### src/rtl/muldiv_unit.sv
// muldiv_unit: iterative signed multiply / divide engine.
// Multiply is shift-add on magnitudes (LSB first); divide is restoring (MSB first).
// Signs are latched at start and applied once in FIX, so the outputs only update there.
// Optional build macro MULDIV_EARLY_EXIT_EN: the multiply ends once the remaining
// multiplier bits are all zero (at least one iteration). Divide is unaffected.
module muldiv_unit #(
  parameter int unsigned WIDTH = 16
) (
  input  logic               clk,
  input  logic               rst_n,
  input  logic               mul_start,
  input  logic               div_start,
  input  logic [WIDTH-1:0]   mul_input_a,
  input  logic [WIDTH-1:0]   mul_input_b,
  input  logic [WIDTH-1:0]   div_dividend,
  input  logic [WIDTH-1:0]   div_divisor,
  output logic               busy,
  output logic               mul_done,
  output logic [2*WIDTH-1:0] mul_product,
  output logic               div_done,
  output logic [WIDTH-1:0]   div_quotient,
  output logic [WIDTH-1:0]   div_remainder,
  output logic               div_by_zero
);

  localparam int unsigned CntW = $clog2(WIDTH) + 1;
  localparam logic [CntW-1:0] LastIter = CntW'(WIDTH - 1);

  typedef enum logic [1:0] {StIdle, StMul, StDiv, StFix} state_e;

  state_e               state_q, state_d;
  logic [CntW-1:0]      cnt_q, cnt_d;
  logic                 is_mul_q, is_mul_d;
  logic                 sign_q, sign_d;      // product / quotient sign
  logic                 rsign_q, rsign_d;    // remainder sign (dividend sign)
  logic                 dz_q, dz_d;          // divisor was zero
  logic [2*WIDTH-1:0]   acc_q, acc_d;
  logic [2*WIDTH-1:0]   mcand_q, mcand_d;
  logic [WIDTH-1:0]     mplier_q, mplier_d;
  logic [WIDTH-1:0]     rem_q, rem_d;
  logic [WIDTH-1:0]     quo_q, quo_d;        // dividend shifts out, quotient shifts in
  logic [WIDTH:0]       dsor_q, dsor_d;
  logic [2*WIDTH-1:0]   prod_q, prod_d;
  logic [WIDTH-1:0]     quot_q, quot_d;
  logic [WIDTH-1:0]     remo_q, remo_d;
  logic                 mul_done_q, mul_done_d;
  logic                 div_done_q, div_done_d;
  logic                 dbz_q, dbz_d;
  logic [WIDTH:0]       div_trial;
  logic [WIDTH-1:0]     mplier_shift;

  // Unsigned magnitude; W bits hold 2^(W-1) exactly, so -2^(W-1) loses nothing.
  function automatic logic [WIDTH-1:0] mag(input logic [WIDTH-1:0] x);
    return x[WIDTH-1] ? (~x + 1'b1) : x;
  endfunction

  assign div_trial    = {rem_q, quo_q[WIDTH-1]};
  assign mplier_shift = mplier_q >> 1;

  // Next-state: operand capture, one iteration per clock, sign fix-up in FIX.
  always_comb begin
    state_d    = state_q;
    cnt_d      = cnt_q;
    is_mul_d   = is_mul_q;
    sign_d     = sign_q;
    rsign_d    = rsign_q;
    dz_d       = dz_q;
    acc_d      = acc_q;
    mcand_d    = mcand_q;
    mplier_d   = mplier_q;
    rem_d      = rem_q;
    quo_d      = quo_q;
    dsor_d     = dsor_q;
    prod_d     = prod_q;
    quot_d     = quot_q;
    remo_d     = remo_q;
    mul_done_d = 1'b0;
    div_done_d = 1'b0;
    dbz_d      = dbz_q;
    unique case (state_q)
      StIdle: begin
        if (mul_start) begin
          sign_d   = mul_input_a[WIDTH-1] ^ mul_input_b[WIDTH-1];
          mcand_d  = {{WIDTH{1'b0}}, mag(mul_input_a)};
          mplier_d = mag(mul_input_b);
          acc_d    = '0;
          cnt_d    = '0;
          is_mul_d = 1'b1;
          dbz_d    = 1'b0;
          state_d  = StMul;
        end else if (div_start) begin
          sign_d   = div_dividend[WIDTH-1] ^ div_divisor[WIDTH-1];
          rsign_d  = div_dividend[WIDTH-1];
          quo_d    = mag(div_dividend);
          rem_d    = '0;
          dsor_d   = {1'b0, mag(div_divisor)};
          dz_d     = (div_divisor == '0);
          cnt_d    = '0;
          is_mul_d = 1'b0;
          dbz_d    = 1'b0;
          state_d  = StDiv;
        end
      end
      StMul: begin
        if (mplier_q[0]) acc_d = acc_q + mcand_q;
        mcand_d  = mcand_q << 1;
        mplier_d = mplier_shift;
        cnt_d    = cnt_q + 1'b1;
        if (cnt_q == LastIter) begin
          state_d = StFix;
        end
`ifdef MULDIV_EARLY_EXIT_EN
        else if (mplier_shift == '0) begin
          state_d = StFix;
        end
`endif
      end
      StDiv: begin
        // Divisor 0 always "fits": quotient bits go to all ones, remainder to the dividend.
        if (div_trial >= dsor_q) begin
          rem_d = WIDTH'(div_trial - dsor_q);
          quo_d = {quo_q[WIDTH-2:0], 1'b1};
        end else begin
          rem_d = div_trial[WIDTH-1:0];
          quo_d = {quo_q[WIDTH-2:0], 1'b0};
        end
        cnt_d = cnt_q + 1'b1;
        if (cnt_q == LastIter) state_d = StFix;
      end
      StFix: begin
        if (is_mul_q) begin
          prod_d     = sign_q ? (~acc_q + 1'b1) : acc_q;
          mul_done_d = 1'b1;
        end else begin
          quot_d     = dz_q ? '1 : (sign_q ? (~quo_q + 1'b1) : quo_q);
          remo_d     = rsign_q ? (~rem_q + 1'b1) : rem_q;
          div_done_d = 1'b1;
          dbz_d      = dz_q;
        end
        cnt_d   = '0;
        state_d = StIdle;
      end
      default: state_d = StIdle;
    endcase
  end

  // State and datapath registers, cleared asynchronously.
  always_ff @(posedge clk or negedge rst_n) begin
    if (!rst_n) begin
      state_q    <= StIdle;
      cnt_q      <= '0;
      is_mul_q   <= 1'b0;
      sign_q     <= 1'b0;
      rsign_q    <= 1'b0;
      dz_q       <= 1'b0;
      acc_q      <= '0;
      mcand_q    <= '0;
      mplier_q   <= '0;
      rem_q      <= '0;
      quo_q      <= '0;
      dsor_q     <= '0;
      prod_q     <= '0;
      quot_q     <= '0;
      remo_q     <= '0;
      mul_done_q <= 1'b0;
      div_done_q <= 1'b0;
      dbz_q      <= 1'b0;
    end else begin
      state_q    <= state_d;
      cnt_q      <= cnt_d;
      is_mul_q   <= is_mul_d;
      sign_q     <= sign_d;
      rsign_q    <= rsign_d;
      dz_q       <= dz_d;
      acc_q      <= acc_d;
      mcand_q    <= mcand_d;
      mplier_q   <= mplier_d;
      rem_q      <= rem_d;
      quo_q      <= quo_d;
      dsor_q     <= dsor_d;
      prod_q     <= prod_d;
      quot_q     <= quot_d;
      remo_q     <= remo_d;
      mul_done_q <= mul_done_d;
      div_done_q <= div_done_d;
      dbz_q      <= dbz_d;
    end
  end

  assign busy          = (state_q != StIdle);
  assign mul_done      = mul_done_q;
  assign mul_product   = prod_q;
  assign div_done      = div_done_q;
  assign div_quotient  = quot_q;
  assign div_remainder = remo_q;
  assign div_by_zero   = dbz_q;

endmodule

### config.mk
export PLATFORM = sky130hd
export DESIGN_NAME = muldiv_unit
export DESIGN_NICKNAME = d
export VERILOG_FILES = /design/src/rtl/muldiv_unit.sv
export SDC_FILE = /design/constraint.sdc
export NUM_CORES = 1
export LEC_CHECK = 0
export ABC_AREA = 1
export CAP_MARGIN = 10
export CORE_ASPECT_RATIO = 1.4
export CORE_UTILIZATION = 48
export DETAILED_ROUTE_END_ITERATION = 6
export PLACE_DENSITY = 0.68
export SYNTH_ARGS = -nofsm -noshare
export SYNTH_HDL_FRONTEND = slang
export SYNTH_SLANG_ARGS = --single-unit
### constraint.sdc
create_clock -name clk -period 2.05 [get_ports clk]
set_clock_uncertainty 0.05 [all_clocks]
set_input_delay 0.41 -clock clk [delete_from_list [all_inputs] [get_ports clk]]
set_output_delay 0.41 -clock clk [all_outputs]
set_load 0.03 [all_outputs]
==> impl_metrics.env, run 1 <==
export IMPL_gr_total_overflow=0
export IMPL_synth_ff_type="dfrtp_1"
export IMPL_timing_hold_worst_class="in -> async"
export IMPL_die_y_um=211
export IMPL_clock_tree_htree_level_count=1
export IMPL_routabilityCongestion=0.941
export IMPL_cp_data_required_time_ps=2440
export IMPL_track_usage=0.298
export IMPL_avgViaCountPerCell=5.17
export IMPL_cts_tree="built"
export IMPL_cellPowerDensity_nw_per_um2=1520
export IMPL_synth_seq_area_share=0.345
export IMPL_net_switching_power_mw=14.2
export IMPL_post_drt_wl_per_cell_um=15.6
export IMPL_drive_gt1_frac=0.152
export IMPL_timing_rr_end="rem_q[0]"
export IMPL_avgSynthCellArea_um2=6.56
export IMPL_ys_warn_count=0
export IMPL_r2r_setup_slack_ps=6
export IMPL_dieWidth_um=151
export IMPL_layout_nets=2719
export IMPL_numPortBuffers=135
export IMPL_antenna_found_initial=0
export IMPL_slew_limit_headroom=0.679
export IMPL_report_final_slew_viol_count=0
export IMPL_comb_power_share=0.620
export IMPL_most_common_cell_after_layout_fill_and_taps_aside="nand2_1"
export IMPL_timing_critical_path_arrival_ps=2430
export IMPL_totalWireLength_um=46800
export IMPL_fin_crit_ps=2040
export IMPL_finalNonFillerCells=2996
export IMPL_number_of_flops_mapped_to_enable_cells_by_yosys=0
export IMPL_drcViolationCount=0
export IMPL_ys_async_sr_fraction=1.00
export IMPL_vdd_ir_max_mv=0.898
export IMPL_worst_r2r_path_depth=11
export IMPL_syn_to_final_growth_pct=32.1
export IMPL_r2r_start="rem_q[8]"
export IMPL_antenna_cells_inserted=0
export IMPL_worst_setup_path_type="reg -> reg"
export IMPL_gr_usage_met2=0.566
export IMPL_fp_coreArea_um2=30700
export IMPL_clk_insertion_delay_late_ps=550
export IMPL_timing_hold_ws_ps=339
export IMPL_share_clk_of_total_power=0.153
export IMPL_synth_lib_cells_used_distinct=50
export IMPL_layout_worst_path_cycle_share=0.997
export IMPL_setup_tns_final_ps=0
export IMPL_fraction_of_met1_tracks_used_by_global_routing=0.329
export IMPL_via_count_of_the_first_global_routing_pass=15271
export IMPL_leakagePower_nw=10.6
export IMPL_power_sequential_fraction=0.227
export IMPL_detailedRoute_firstIterationViolations=704
export IMPL_result_of_the_run="completed"
export IMPL_synth_net_count=2404
export IMPL_mostFrequentLayoutCells="710 x nand2_1, 326 x inv_1, 202 x dfrtp_1"
export IMPL_rows=76
export IMPL_cp_start_kind="flop"
export IMPL_clk_transition_reported_paths_ps=60
export IMPL_routed_via_count=15494
export IMPL_cap_violations=0
export IMPL_starting_utilization_of_the_core_area=0.486
export IMPL_final_hold_viol_count=0
export IMPL_place_inst=2943
export IMPL_clock_sinks=206
export IMPL_power_internal_mw=15.8
export IMPL_clock_root_buffer="clkbuf_16"
export IMPL_max_freq_mhz=489
export IMPL_grt_busiest_layer="met2"
export IMPL_design_portCount=136
export IMPL_global_route_wire_length_before_repair_um=74500
export IMPL_timing_critical_path_fanout_max=9
export IMPL_netlist_area_um2=14900
export IMPL_largest_net_degree_at_the_start_of_global_routing=54
export IMPL_rsz_0062_raised_after_global_routing="yes"
export IMPL_synth_seq_cells=206
export IMPL_dp_hpwl_um=36800
export IMPL_nFillCells=2830
export IMPL_setup_viol=0
export IMPL_switching_share=0.473
export IMPL_synth_cells=2274
export IMPL_tightest_slew_ps=478
export IMPL_cts_made_buffers=23
export IMPL_critical_path_endpoint_type="flop"
export IMPL_antenna_violating_nets_remaining=0
export IMPL_m3_gr_usage=0.0300
export IMPL_drt_pass1_iter_count=6
export IMPL_floorplan_die_area_um2=31800
export IMPL_largest_buffer_count_on_any_clock_path=3
[cell usage after synthesis, types with 2 or more instances]
master | number | area, um2
a21oi_1 | 90 | 450
o221ai_1 | 4 | 35.0
buf_6 | 3 | 33.8
xor2_1 | 50 | 438
nand3b_1 | 9 | 67.6
nor3_1 | 10 | 50.1
and2_1 | 4 | 25.0
o31ai_1 | 15 | 113
o21ai_2 | 6 | 52.6
nand2_1 | 732 | 2750
nor2_1 | 212 | 796
buf_2 | 21 | 105
o21ai_1 | 14 | 70.1
or2_2 | 10 | 62.6
a21oi_2 | 6 | 52.6
or2_0 | 2 | 12.5
inv_2 | 2 | 7.51
buf_1 | 6 | 22.5
nand2_4 | 2 | 22.5
o21bai_1 | 4 | 30.0
nand2_2 | 4 | 25.0
nand4_1 | 22 | 138
o22ai_1 | 13 | 81.3
inv_1 | 333 | 1250
buf_4 | 2 | 15.0
o211ai_1 | 14 | 105
nor2_4 | 4 | 45.0
a31oi_1 | 10 | 62.6
xnor2_1 | 7 | 61.3
clkbuf_1 | 28 | 105
fa_1 | 2 | 40.0
nor4_1 | 4 | 25.0
nand3_1 | 192 | 961
dfrtp_1 | 206 | 5150
a21o_1 | 2 | 15.0
clkinv_1 | 3 | 11.3
ha_1 | 60 | 751
o21ai_0 | 154 | 771
[critical path, stage by stage, from the launching register on]
cell and delay, ps:
dfrtp_1 460, ha_4 320, nand2_1 90, nor2_2 120, nand2_1 90, o21ai_2 160, nor2_4 70, buf_4 160
buf_6 140, nand3_1 80, nand3_1 80, o21ai_0 120
[power by group through the flow]
stage | logic [mW] | registers (mW) | clock network [mW]
after floorplan | 9.87 | 7.58 | 0
after global placement | 17.3 | 6.68 | 0
after detailed placement | 17.5 | 6.73 | 0
after CTS | 17.5 | 6.67 | 4.65
after global routing | 20.6 | 6.96 | 4.77
final | 18.6 | 6.80 | 4.58
[stage by stage]
stage	power [mW]	worst slack (ps)	area [um2]	util
detailed placement	24.3	-230	18200	0.591
global placement	24.0	-178	18200	0.591
floorplan	17.4	169	14900	-
finish	30.0	6.50	19700	0.642
CTS	28.8	2.39	19000	0.619
global route	32.3	-60.9	19700	0.642
[metal layers]
metal  vias up  part of all wire
met5         -                 0
met4         0             0.037
met3        98             0.040
met2       360              0.53
met1      7167              0.39
li1       7869                 -
[layout make-up]
cell class,instances,area (um2),share of cell area
Inverter,340,1280,0.0651
Clock inverter,11,180,0.00914
Tap cell,390,488,0.0248
Clock buffer,31,646,0.0327
Timing Repair Buffer,350,3110,0.158
Sequential cell,206,5160,0.262
Multi-Input combinational cell,1668,8850,0.449
[timing repair]
item	CTS	global route
resized for setup	59	126
pin swaps	0	23
endpoints found under the hold margin	39	0
hold buffers	1	0
setup endpoints to repair	60	60
gates cloned	0	1
setup buffers	0	9
[worst max-delay path by stage]
stage | start | to | depth (start not counted)
2_1_floorplan | mcand_q[0] | acc_q[16] | 13
3_3_place_gp | mul_input_a[0] | mcand_q[14] | 10
3_5_place_dp | mul_input_a[0] | mcand_q[14] | 10
4_1_cts | acc_q[12] | acc_q[25] | 11
5_1_grt | acc_q[0] | acc_q[26] | 12
6_report | rem_q[8] | rem_q[0] | 11
[state kept, by name, indices dropped and copies added, names as in the netlist]
signal         cells
acc_q             32
cnt_q              5
div_by_zero        1
div_done           1
div_quotient      16
div_remainder     16
dsor_q            16
dz_q               1
is_mul_q           1
mcand_q           32
mplier_q          16
mul_done           1
mul_product       32
quo_q             16
rem_q             16
rsign_q            1
sign_q             1
state_q            2
[logic make-up after synthesis]
logic type	Yosys count	synth area share
compound gates	339	0.128
xor+xnor	57	0.0334
fa+ha+maj	62	0.0530
buf+inv	401	0.105
flops	206	0.345
simple gates	1209	0.335
No activity file was read; power rests on OpenSTA's default activity.
==> run 2: changes to the inputs <==
--- a/config.mk
+++ b/config.mk
@@ -8,9 +8,11 @@
 export ABC_AREA = 1
 export CAP_MARGIN = 10
 export CORE_ASPECT_RATIO = 1.4
+export CORE_MARGIN = 4
 export CORE_UTILIZATION = 48
 export DETAILED_ROUTE_END_ITERATION = 6
 export PLACE_DENSITY = 0.68
 export SYNTH_ARGS = -nofsm -noshare
 export SYNTH_HDL_FRONTEND = slang
 export SYNTH_SLANG_ARGS = --single-unit
+export TNS_END_PERCENT = 10
==> run 2 against run 1 <==
  * The run now ends with design-rule violations left
  * Non-clock buffer count shrank 14
  * Sequential power barely moved
  * Final cell count shrank 0.43%
  * Wire length increased by 1.5%
  * Worst hold slack worse by 41 ps
  * Global-route usage decreased by 2.4 points
  * Worst setup slack gained 15 ps
  * Sequential share of layout area up 0.099 points
  * First-iteration DRC count increased by 10%
  * Core utilization decreased by 0.27 points
  * Clock power grew 5.2%
  * Register-to-register slack barely moved
==> impl_metrics.env, run 2 (same netlist as run 1, synthesis figures left out) <==
export IMPL_largest_net_degree_at_the_start_of_global_routing=54
export IMPL_mostFrequentLayoutCells="718 x nand2_1, 324 x inv_1, 204 x dfrtp_1"
export IMPL_numPortBuffers=135
export IMPL_vdd_ir_max_mv=0.744
export IMPL_path_buf_inv=3
export IMPL_net_switching_power_mw=14.2
export IMPL_fp_coreArea_um2=30700
export IMPL_track_usage=0.273
export IMPL_nFillCells=2805
export IMPL_cap_violations=0
export IMPL_leakagePower_nw=10.7
export IMPL_timing_critical_path_arrival_ps=2390
export IMPL_timing_hold_ws_ps=298
export IMPL_worstPathCellList="ha_2 -> inv_1 -> fa_2 -> inv_2 -> buf_4 -> nand3_1 -> nand3b_1 -> nand2_1 -> nand2_1 -> nand2_1 -> nand3_1 -> nand2_1"
export IMPL_max_freq_mhz=493
export IMPL_floorplan_die_area_um2=34000
export IMPL_timing_rr_end="acc_q[26]"
export IMPL_slew_limit_headroom=0.706
export IMPL_tightest_slew_ps=439
export IMPL_timing_hold_worst_class="in -> async"
export IMPL_cts_made_buffers=24
export IMPL_layout_nets=2706
export IMPL_place_area_um2=18100
export IMPL_worst_setup_path_type="reg -> reg"
export IMPL_timing_critical_path_max_delay_family="simple AND/OR/NAND/NOR gates"
export IMPL_totalWireLength_um=47500
export IMPL_power_internal_mw=16.0
export IMPL_switching_share=0.470
export IMPL_r2r_setup_slack_ps=20
export IMPL_antenna_found_initial=0
export IMPL_clk_transition_reported_paths_ps=60
export IMPL_drt_pass1_iter_count=7
export IMPL_dp_hpwl_um=37300
export IMPL_avgViaCountPerCell=5.26
export IMPL_drcViolationCount=2
export IMPL_layout_worst_path_cycle_share=0.990
export IMPL_critPathSlowestCell="dfrtp_1"
export IMPL_setup_viol=0
export IMPL_most_common_cell_after_layout_fill_and_taps_aside="nand2_1"
export IMPL_post_drt_wl_per_cell_um=15.9
export IMPL_stdcell_area_um2=19600
export IMPL_cts_tree="built"
export IMPL_syn_to_final_growth_pct=31.5
export IMPL_layout_core_utilization=0.639
export IMPL_result_of_the_run="complete, but fails checks"
export IMPL_r2r_start="acc_q[0]"
export IMPL_die_y_um=217
export IMPL_violations="design-rule violations"
export IMPL_report_final_slew_viol_count=0
export IMPL_global_route_wire_length_before_repair_um=75900
export IMPL_antenna_cells_inserted=0
export IMPL_cellPowerDensity_nw_per_um2=1540
export IMPL_detailedRoute_firstIterationViolations=777
export IMPL_fin_crit_ps=2030
export IMPL_clock_tree_htree_level_count=1
export IMPL_routed_via_count=15701
export IMPL_design_portCount=136
export IMPL_final_hold_viol_count=0
export IMPL_starting_utilization_of_the_core_area=0.486
export IMPL_worst_r2r_path_depth=12
export IMPL_antenna_violating_nets_remaining=0
export IMPL_dieWidth_um=157
export IMPL_comb_power_share=0.614
export IMPL_critical_path_endpoint_type="flop"
export IMPL_via_count_of_the_first_global_routing_pass=15521
export IMPL_power_sequential_fraction=0.226
export IMPL_timing_critical_path_mode_cell="nand2_1"
export IMPL_clock_root_buffer="clkbuf_16"
export IMPL_cp_start_kind="flop"
export IMPL_largest_buffer_count_on_any_clock_path=3
export IMPL_share_clk_of_total_power=0.160
export IMPL_cp_data_required_time_ps=2410
export IMPL_routabilityCongestion=0.980
export IMPL_clk_insertion_delay_late_ps=550
export IMPL_clock_sinks=206
export IMPL_gr_total_overflow=0
export IMPL_drive_gt1_frac=0.145
export IMPL_rsz_0062_raised_after_global_routing="yes"
export IMPL_rows=76
export IMPL_max_stage_delay_ps=350
export IMPL_report_power_total_mw=30.2
export IMPL_timing_critical_path_fanout_max=4
==> run 2: changes by cell type in the layout (fill, tap and decap cells not counted), sizes merged <==
cell and delta:
buf -14, bufinv +1, clkdlybuf4s50 +11, dlymetal6s2s +6, clkbuf +2, clkinv -2
dlygate4sd2 -17
==> run 2: layout make-up <==
class,count,area [um2],area share
clock inverter,10,185,0.00943
multi-input combinational,1668,8760,0.446
tap,390,488,0.0249
inverter,340,1280,0.0654
sequential,206,5160,0.263
timing repair buffer,336,3060,0.156
clock buffer,33,696,0.0354
==> run 2: how the worst max path moves through the flow <==
stage                              start         end  slack [ps]  cells past startpoint
after floorplan               mcand_q[0]   acc_q[16]         170                     13
after global placement    div_divisor[4]  dsor_q[14]        -380                     10
after detailed placement  div_divisor[4]  dsor_q[14]        -370                     10
after CTS                       acc_q[0]   acc_q[26]         -30                     12
after global routing          mcand_q[9]   acc_q[25]         -60                     11
final                           acc_q[0]   acc_q[26]          20                     12
==> run 2: layer usage <==
layer | up-vias | part of all wire | GRT usage
li1 | 7853 | - | -
met3 | 130 | 0.043 | 0.0226
met1 | 7297 | 0.38 | 0.304
met4 | 0 | 0.047 | 0.110
met5 | - | 0 | 0
met2 | 421 | 0.53 | 0.527
==> run 2: repair_timing <==
action | 4_1_cts | 5_1_grt
resized for setup | 46 | 116
hold endpoints to repair | 31 | 0
endpoints found under the setup margin | 49 | 77
gates cloned | 0 | 1
pin swaps | 0 | 9
buffers inserted | 0 | 1
hold buffers | 1 | 0
==> run 2: power by group through the flow <==
stage,Clock (mW),Combinational (mW),Sequential [mW]
after floorplan,0,9.87,7.58
after global placement,0,17.3,6.71
after detailed placement,0,17.6,6.76
after CTS,4.90,17.6,6.71
after global routing,5.06,20.5,6.99
final,4.82,18.5,6.82
==> run 2: worst register-to-register path, cell delays in order (launching register included) <==
cell      delay (ps)
dfrtp_1          350
ha_2             180
inv_1             50
fa_2             350
inv_2             80
buf_4            100
nand3_1           80
nand3b_1         200
nand2_1          170
nand2_1          110
nand2_1           50
nand3_1           60
nand2_1           60
==> run 2: per-stage QoR <==
step | setup TNS [ps] | instances | setup slack (ps)
4_1_cts | -25.6 | 2981 | -25.6
5_1_grt | -355 | 2983 | -60.7
2_1_floorplan | 0 | 2274 | 169
3_5_place_dp | -4080 | 2937 | -368
3_3_place_gp | -2860 | 2937 | -382
6_report | 0 | 2983 | 21.0
==> run 3: changes to the inputs <==
--- a/config.mk
+++ b/config.mk
@@ -9,9 +9,9 @@
 export CAP_MARGIN = 10
 export CORE_ASPECT_RATIO = 1.4
 export CORE_MARGIN = 4
-export CORE_UTILIZATION = 48
+export CORE_UTILIZATION = 59
 export DETAILED_ROUTE_END_ITERATION = 6
-export PLACE_DENSITY = 0.68
+export PLACE_DENSITY = 0.82
 export SYNTH_ARGS = -nofsm -noshare
 export SYNTH_HDL_FRONTEND = slang
 export SYNTH_SLANG_ARGS = --single-unit
==> run 3 against run 2 <==
  * The flow now finishes without violations
  * Critical path depth decreased by 7
  * Clock power decreased by 7.5%
  * Via count increased by 1.2%
  * Worst setup slack got worse by 15 ps
  * Core utilization increased by 13 points
  * Critical endpoint is now busy
  * Sequential power increased by 0.6%
  * Combinational power decreased by 2%
  * Largest power group unchanged
  * Critical path type is now reg -> out
  * Worst hold slack improved by 120 ps
==> impl_metrics.env, run 3 (same netlist as run 1, synthesis figures left out) <==
export IMPL_leakagePower_nw=10.3
export IMPL_post_drt_wl_per_cell_um=15.9
export IMPL_share_clk_of_total_power=0.152
export IMPL_cellPowerDensity_nw_per_um2=1540
export IMPL_result_of_the_run="completed"
export IMPL_antenna_violating_nets_remaining=0
export IMPL_clock_sinks=206
export IMPL_routed_via_count=15890
export IMPL_detailedRoute_firstIterationViolations=1198
export IMPL_cp_data_required_time_ps=1590
export IMPL_critPathSlowestCell="dfrtp_1"
export IMPL_routabilityCongestion=0.987
export IMPL_max_stage_delay_ps=410
export IMPL_worstPathCellList="inv_2 -> ha_4 -> buf_6 -> inv_2 -> buf_4"
export IMPL_drcViolationCount=0
export IMPL_finalNonFillerCells=2880
export IMPL_worst_r2r_path_depth=11
export IMPL_cap_violations=0
export IMPL_comb_power_share=0.615
export IMPL_syn_to_final_growth_pct=28.1
export IMPL_tightest_slew_ps=552
export IMPL_track_usage=0.316
export IMPL_dieWidth_um=142
export IMPL_via_count_of_the_first_global_routing_pass=15506
export IMPL_mostFrequentLayoutCells="722 x nand2_1, 327 x inv_1, 206 x dfrtp_1"
export IMPL_gr_total_overflow=0
export IMPL_layout_nets=2679
export IMPL_timing_critical_path_arrival_ps=1580
export IMPL_numPortBuffers=135
export IMPL_net_switching_power_mw=14.0
export IMPL_power_sequential_fraction=0.234
export IMPL_clock_tree_htree_level_count=1
export IMPL_timing_hold_worst_class="in -> async"
export IMPL_timing_critical_path_fanout_max=4
export IMPL_report_power_total_mw=29.4
export IMPL_final_hold_viol_count=0
export IMPL_place_inst=2834
export IMPL_die_y_um=196
export IMPL_max_freq_mhz=489
export IMPL_floorplan_die_area_um2=27900
export IMPL_largest_net_degree_at_the_start_of_global_routing=58
export IMPL_antenna_cells_inserted=0
export IMPL_report_final_slew_viol_count=0
export IMPL_cp_start_kind="flop"
export IMPL_totalWireLength_um=45700
export IMPL_vdd_ir_max_mv=1.35
export IMPL_clock_root_buffer="clkbuf_16"
export IMPL_timing_critical_path_mode_cell="inv_2"
export IMPL_antenna_found_initial=0
export IMPL_global_route_wire_length_before_repair_um=72900
export IMPL_design_portCount=136
export IMPL_largest_buffer_count_on_any_clock_path=3
export IMPL_drive_gt1_frac=0.126
export IMPL_worst_setup_path_type="reg -> out"
export IMPL_switching_share=0.475
export IMPL_rows=68
export IMPL_dp_hpwl_um=35600
export IMPL_most_common_cell_after_layout_fill_and_taps_aside="nand2_1"
export IMPL_layout_worst_path_cycle_share=0.997
export IMPL_rsz_0062_raised_after_global_routing="yes"
export IMPL_timing_rr_end="acc_q[10]"
export IMPL_critical_path_endpoint_type="output port"
export IMPL_clk_insertion_delay_late_ps=520
export IMPL_starting_utilization_of_the_core_area=0.603
export IMPL_r2r_setup_slack_ps=20
export IMPL_nFillCells=1945
export IMPL_power_internal_mw=15.4
export IMPL_fp_coreArea_um2=24800
export IMPL_r2r_start="acc_q[0]"
export IMPL_setup_viol=0
export IMPL_drt_pass1_iter_count=7
export IMPL_clk_transition_reported_paths_ps=60
export IMPL_cts_tree="built"
export IMPL_avgViaCountPerCell=5.52
export IMPL_critical_path_startpoint="state_q[1]"
export IMPL_fin_crit_ps=2040
export IMPL_slew_limit_headroom=0.632
export IMPL_crit_path_end="busy"
export IMPL_cts_made_buffers=23
## run 3: worst min path at each step
stage	from	end	slack, ps	depth (start not counted)
2_1_floorplan	rst_n	acc_q[0]	60	0
3_3_place_gp	rst_n	div_remainder[13]	390	1
3_5_place_dp	rst_n	div_remainder[15]	390	1
4_1_cts	rst_n	div_remainder[15]	420	2
5_1_grt	rst_n	rem_q[12]	450	2
6_report	rst_n	div_remainder[15]	420	2
## run 3: metrics by stage
step	hold WS (ps)	setup slack, ps	utilization	area, um2	setup TNS [ps]
after global routing	450	-89.3	0.772	19100	-973
after detailed placement	395	-147	0.720	17800	-2510
after floorplan	64.4	169	-	14900	0
after global placement	386	-115	0.720	17800	-1170
final	416	6.00	0.772	19100	0
after CTS	418	-27.1	0.754	18700	-69.9
## run 3: what timing repair did
item                                   CTS  global route
hold buffers                             1             0
setup buffers                            1             3
cloned                                   0             0
pin swaps                                2             5
gates resized for setup                 23            85
setup endpoints to repair               29            66
endpoints found under the hold margin   51             0
## run 3: layer usage
metal | vias up | part of all wire | GRT usage
met5 | - | 0 | 0
met4 | 0 | 0.062 | 0.162
met3 | 173 | 0.051 | 0.0297
met2 | 563 | 0.51 | 0.584
met1 | 7364 | 0.38 | 0.357
li1 | 7790 | - | -
## run 3: power groups by stage
stage	logic (mW)	registers (mW)	clock network, mW
final	18.1	6.86	4.46
after global placement	16.6	6.71	0
after CTS	17.1	6.72	4.51
after detailed placement	17.0	6.78	0
after floorplan	9.87	7.58	0
after global routing	19.9	7.01	4.67
## run 3: critical path: cells and delay by family (launching register included)
| kind | cells | cell delay [ps] |
|---|---|---|
| buffers and inverters | 4 | 490 |
| adder cells (fa/ha/maj) | 1 | 180 |
| flip-flops | 1 | 410 |
## run 3: cell type report
type | count | area [um2] | area share
Clock buffer | 30 | 652 | 0.0341
Clock inverter | 11 | 161 | 0.00844
Tap cell | 315 | 394 | 0.0206
Sequential cell | 206 | 5150 | 0.270
Multi-Input combinational cell | 1667 | 8620 | 0.451
Inverter | 340 | 1280 | 0.0671
Timing Repair Buffer | 311 | 2850 | 0.149
==> RTL edit 1, RTL diff (settings of run 3) <==
Reset style: synchronous (`rst_n`), changed in one clocked block. Comments in the files are not updated.
--- a/src/rtl/muldiv_unit.sv
+++ b/src/rtl/muldiv_unit.sv
@@ -146,5 +146,5 @@
 
   // State and datapath registers, cleared asynchronously.
-  always_ff @(posedge clk or negedge rst_n) begin
+  always_ff @(posedge clk) begin
     if (!rst_n) begin
       state_q    <= StIdle;
Behaviour: differs if rst_n is asserted again (counterexample within 4 cycles, from zero or initial values and one cycle with rst_n low); with rst_n held inactive, the same outputs for 10 cycles.
==> RTL edit 1 against run 3 <==
Highest routed layer unchanged. Routed wire length is 1.4% higher. Sequential cell count unchanged. Power fell by 34%. Synthesized area is 4.3% lower. Setup slack improved by 0.012 ns. Synthesized cell count up 4.1%. Via count grew 2.1%. Cell area decreased by 4.0%.
==> RTL edit 1: results (changes against run 3) <==
Worst Path Max Fanout 2 (-2); Synth async-reset ratio 0% (-100 points); Via-to-Cell Ratio 5.539 (+0.40%); crit path max-delay cell type clkdlybuf4s50_1; Post-Route WL 46300 um (+1.4%); Placer Congestion 1.001 (+1.4%); ys flop type dfxtp_1; clk pwr 4.39 mW (-2%); syn avg cell area 6.030 um^2 (-8.1%); Seq/Total Area, Yosys 28.88% (-5.7 points); Yosys cell types 45 (-10%); wire per inst 15.81 um (-0.31%); wire length of the first global-routing pass 72820 um (about the same); ranking of synthesized cells by area dfxtp_1, nand2_1, inv_1, a21oi_1, nor2_1; Met1 Wirelength 17170 um (+0.22%); Int Pwr 11.10 mW (-28%); XOR/XNOR share of the synthesized area 3.557% (+0.21 points); reg2reg start dsor_q[8]$_SDFFE_PN0P_; worst slack, placed -0.1622 ns (-0.01524 ns); GR met2 Demand/Resource 61.75% (+3.4 points); layout cells sized above 1 13.06% (+0.43 points); status completed; GRT met1 Usage 35.64% (-0.063 points); Synth Area in Compound Gates 16.28% (+3.4 points); DR WL met2 23830 um (+2.0%); cell count of the worst reg-to-reg path 12 (+1); Synth Area in Adders 5.538% (+0.24 points); Slowest Stage Delay on Critical Path 0.72 ns (+0.31 ns); Lkg Pwr 9.383 nW (-9.0%); relative slew slack 56.13% (-7.0 points); overall routing resource usage 32.67% (+1.0 points); register share of total power 26.5% (+3.1 points); vias in the first global route 15581 (+0.48%); Cells after DPL 2886 (+1.8%); HP Class in2reg; Post-DP Area 16980 um^2 (-4.8%); largest net degree at the start of global routing 72 (+24%); filler instances 1906 (-2.0%); Worst R2R End rem_q[1]$_SDFFE_PN0P_; Initial DRC Count 1168 (-2.5%); met3 Use GR 3.113% (+0.14 points); dpl hpwl 34040 um (-4.3%)
==> RTL edit 1: cell types whose count changed after synthesis, moves of 10 or more <==
cell      before  now
dfrtp_1      206    0
dfxtp_1        0  206
a21oi_1       90  225
nand2_1      732  659
nor2_1       212  262
clkbuf_1      28   64
o21ai_0      154  126
nor3_1        10   28
nand3_1      192  175
buf_2         21    8
o211ai_1      14   25
o22ai_1       13    2
o31ai_1       15    5
==> RTL edit 1: worst max path at each step <==
stage / endpoint / slack [ns] / start
floorplan: rem_q[15]$_SDFFE_PN0P_ / 0.17 / state_q[0]$_SDFFE_PN0P_
global placement: quo_q[12]$_SDFFE_PN0P_ / -0.16 / div_dividend[0]
detailed placement: quo_q[12]$_SDFFE_PN0P_ / -0.16 / div_dividend[0]
CTS: rem_q[14]$_SDFFE_PN0P_ / -0.01 / quo_q[15]$_SDFFE_PN0P_
global route: acc_q[24]$_SDFFE_PN0P_ / -0.08 / acc_q[0]$_SDFFE_PN0P_
finish: mul_product[4] / 0.02 / mul_product[4]$_SDFFE_PN0P_
==> RTL edit 1: area by class of cell <==
type                            count  area, um^2  share of cell area [%]
Clock inverter                     10       168.9                  0.9202
Inverter                          352        1328                   7.232
Tap cell                          310       387.9                   2.113
Timing Repair Buffer              290        2699                   14.70
Sequential cell                   206        4156                   22.64
Clock buffer                       30       620.6                   3.381
Multi-Input combinational cell   1731        8995                   49.00
==> RTL edit 1: what timing repair did <==
action | CTS | global route
gates resized for setup | 26 | 129
hold buffers | 0 | 0
setup buffers | 0 | 2
setup endpoints to repair | 32 | 76
pin swaps | 0 | 11
cloned | 0 | 1
==> RTL edit 1: cells by family after synthesis <==
kind of cell    count (synthesis)
buf+inv                       431
simple gates                 1186
compound gates                425
flops                         206
fa+ha+maj                      62
xor+xnor                       58
==> RTL edit 2, RTL diff (settings of run 3) <==
Without the edit above. Build with the macro `MULDIV_EARLY_EXIT_EN` defined.
--- a/src/rtl/muldiv_unit.sv
+++ b/src/rtl/muldiv_unit.sv
@@ -4,4 +4,6 @@
 // Optional build macro MULDIV_EARLY_EXIT_EN: the multiply ends once the remaining
 // multiplier bits are all zero (at least one iteration). Divide is unaffected.
+`define MULDIV_EARLY_EXIT_EN
+
 module muldiv_unit #(
   parameter int unsigned WIDTH = 16
Check against the original RTL: not equivalent (Yosys sat finds a counterexample within 4 cycles, from zero or initial values and one cycle with rst_n low).
==> RTL edit 2 against run 3 <==
Sequential cell count is the same. Power shrank 12%. Via count shrank 1.6%. Combinational power fell by 17%. Synthesized cell count rose by 1.0%. Synthesized area increased by 0.48%. Clock power shrank 6.7%. Setup slack gained 0.021 ns. Global-route usage decreased by 1.6 points. Routed wire length fell by 5.2%. Cell area fell by 1.8%. Critical path type is now reg2reg. Largest cell class unchanged.
==> RTL edit 2: results (changes against run 3) <==
status completed; Skew-Pair Late Insertion Delay 0.52 ns (about the same); IO Port Bufs 135 (unchanged); Post-DP Area 17620 um^2 (-1.1%); ys flop type dfrtp_1; vias in the first global route 15043 (-3.0%); Slowest Stage Delay on Critical Path 0.39 ns (-0.02 ns); Slew @ Worst Pin 0.6613 ns (+0.1088 ns); clk slew on worst S/H paths 0.06 ns (about the same); Worst Path Max Fanout 4 (unchanged); Post-Route WL 43290 um (-5.2%); wire length of the first global-routing pass 70300 um (-3.5%); crit path max-delay cell type dfrtp_1; overall routing resource usage 30.08% (-1.6 points); syn avg cell area 6.529 um^2 (-0.53%); net count of the mapped netlist 2427 (+0.96%); layout cells sized above 1 10.39% (-2.2 points); Cells after DPL 2822 (-0.42%); via count 15640 (-1.6%); Ys Warns 0 (unchanged); Pre-Repair DR Iteration Count 6 (-1); Final nets 2665 (-0.52%); diode count 0 (unchanged); Synth async-reset ratio 100.0% (unchanged); Num CTS Buffers 23 (unchanged); ranking of synthesized cells by area dfrtp_1, nand2_1, inv_1, nand3_1, o21ai_0; Max Cap Viol 0 (unchanged); Worst VDD drop 0.9031 mV (-33%); clk root buf clkbuf_16; HP Class in2async; dpl hpwl 33490 um (-5.9%); CTS Buffer Depth 3 (unchanged); Placer Congestion 0.9462 (-4.1%); Yosys cell types 47 (-6.0%); CP arrival 2.37 ns (+0.79 ns); Seq/Total Area, Yosys 34.37% (-0.16 points); top post-synthesis cells by count nand2_1, inv_1, dfrtp_1; largest net degree at the start of global routing 59 (+1.7%); Lkg Pwr 10.22 nW (-0.88%); CTS H-tree lvls 1 (unchanged); Initial DRC Count 986 (-18%); wire per inst 15.10 um (-4.7%)
-- RTL edit 2: timing repair --
item	4_1_cts	5_1_grt
pin swaps	1	5
gates resized for setup	32	70
hold endpoints to repair	42	0
setup buffers	0	2
hold buffers	1	0
endpoints found under the setup margin	27	67
-- RTL edit 2: cell families (layout without fill, tap and decap cells) --
kind of cell | count (synthesis) | count (layout) | synth area share, %
buffers and inverters | 420 | 674 | 10.81
AND/OR/NAND/NOR | 1213 | 1213 | 33.71
adder cells (fa/ha/maj) | 62 | 62 | 5.273
flip-flops | 206 | 206 | 34.37
XOR/XNOR | 59 | 59 | 3.446
AO/OA/AOI/OAI | 337 | 337 | 12.39
-- RTL edit 2: metal layers --
metal	GRT usage, %	part of all wire (%)	routed length (um)
met5	0	0	0
met4	11.13	3.5	1531
met3	3.131	5.6	2415
met2	56.24	52	22590
met1	35.07	39	16750
-- RTL edit 2: layout make-up --
class / instances / area [um^2]
well taps: 315 / 394.1
flip-flops and latches: 206 / 5157
inverters: 357 / 1344
multi-input cells: 1671 / 8564
clock inverters: 6 / 83.83
repair buffers: 276 / 2556
fillers: 1980 / 6073
clock buffers: 35 / 670.6
-- RTL edit 2: final timing paths --
check / slack [ns] / start / depth (start not counted) / end
max in group asynchronous: 0.90 / rst_n / 3 / acc_q[17]$_DFFE_PN0P_
min: 0.38 / rst_n / 2 / rem_q[13]$_DFFE_PN0P_
min in group clk: 0.42 / mul_product[17]$_DFFE_PN0P_ / 2 / mul_product[17]$_DFFE_PN0P_
min reg2reg: 0.42 / mul_product[17]$_DFFE_PN0P_ / 2 / mul_product[17]$_DFFE_PN0P_
max: 0.03 / quo_q[15]$_DFFE_PN0P_ / 14 / rem_q[10]$_DFFE_PN0P_
max reg2reg: 0.03 / quo_q[15]$_DFFE_PN0P_ / 14 / rem_q[10]$_DFFE_PN0P_
-- RTL edit 2: power by group --
group	internal, mW	total (mW)	leakage (nW)	switching (mW)
Sequential	5.53	6.68	2.67	1.14
Combinational	5.66	15.1	7.18	9.41
Clock	2.50	4.16	0.372	1.66
Total	13.7	25.9	10.2	12.2
-- RTL edit 2: worst max-delay path: cells and delay by family (launching register included) --
kind          cells  cell delay (ns)
buf+inv           2             0.14
fa+ha+maj         2             0.48
simple gates     10             0.85
flops             1             0.39
-- RTL edit 2: metrics by stage --
step           total power, mW  worst slack, ns  util (%)  hold WS (ns)
2_1_floorplan            15.98           0.1709         -       0.06441
3_3_place_gp             20.54          -0.1309     70.94        0.3467
3_5_place_dp             20.96          -0.1805     70.94        0.3444
4_1_cts                  25.21         0.003572     74.02        0.3781
5_1_grt                  27.87         -0.04790     75.55        0.3929
6_report                 25.91          0.02676     75.55        0.3770
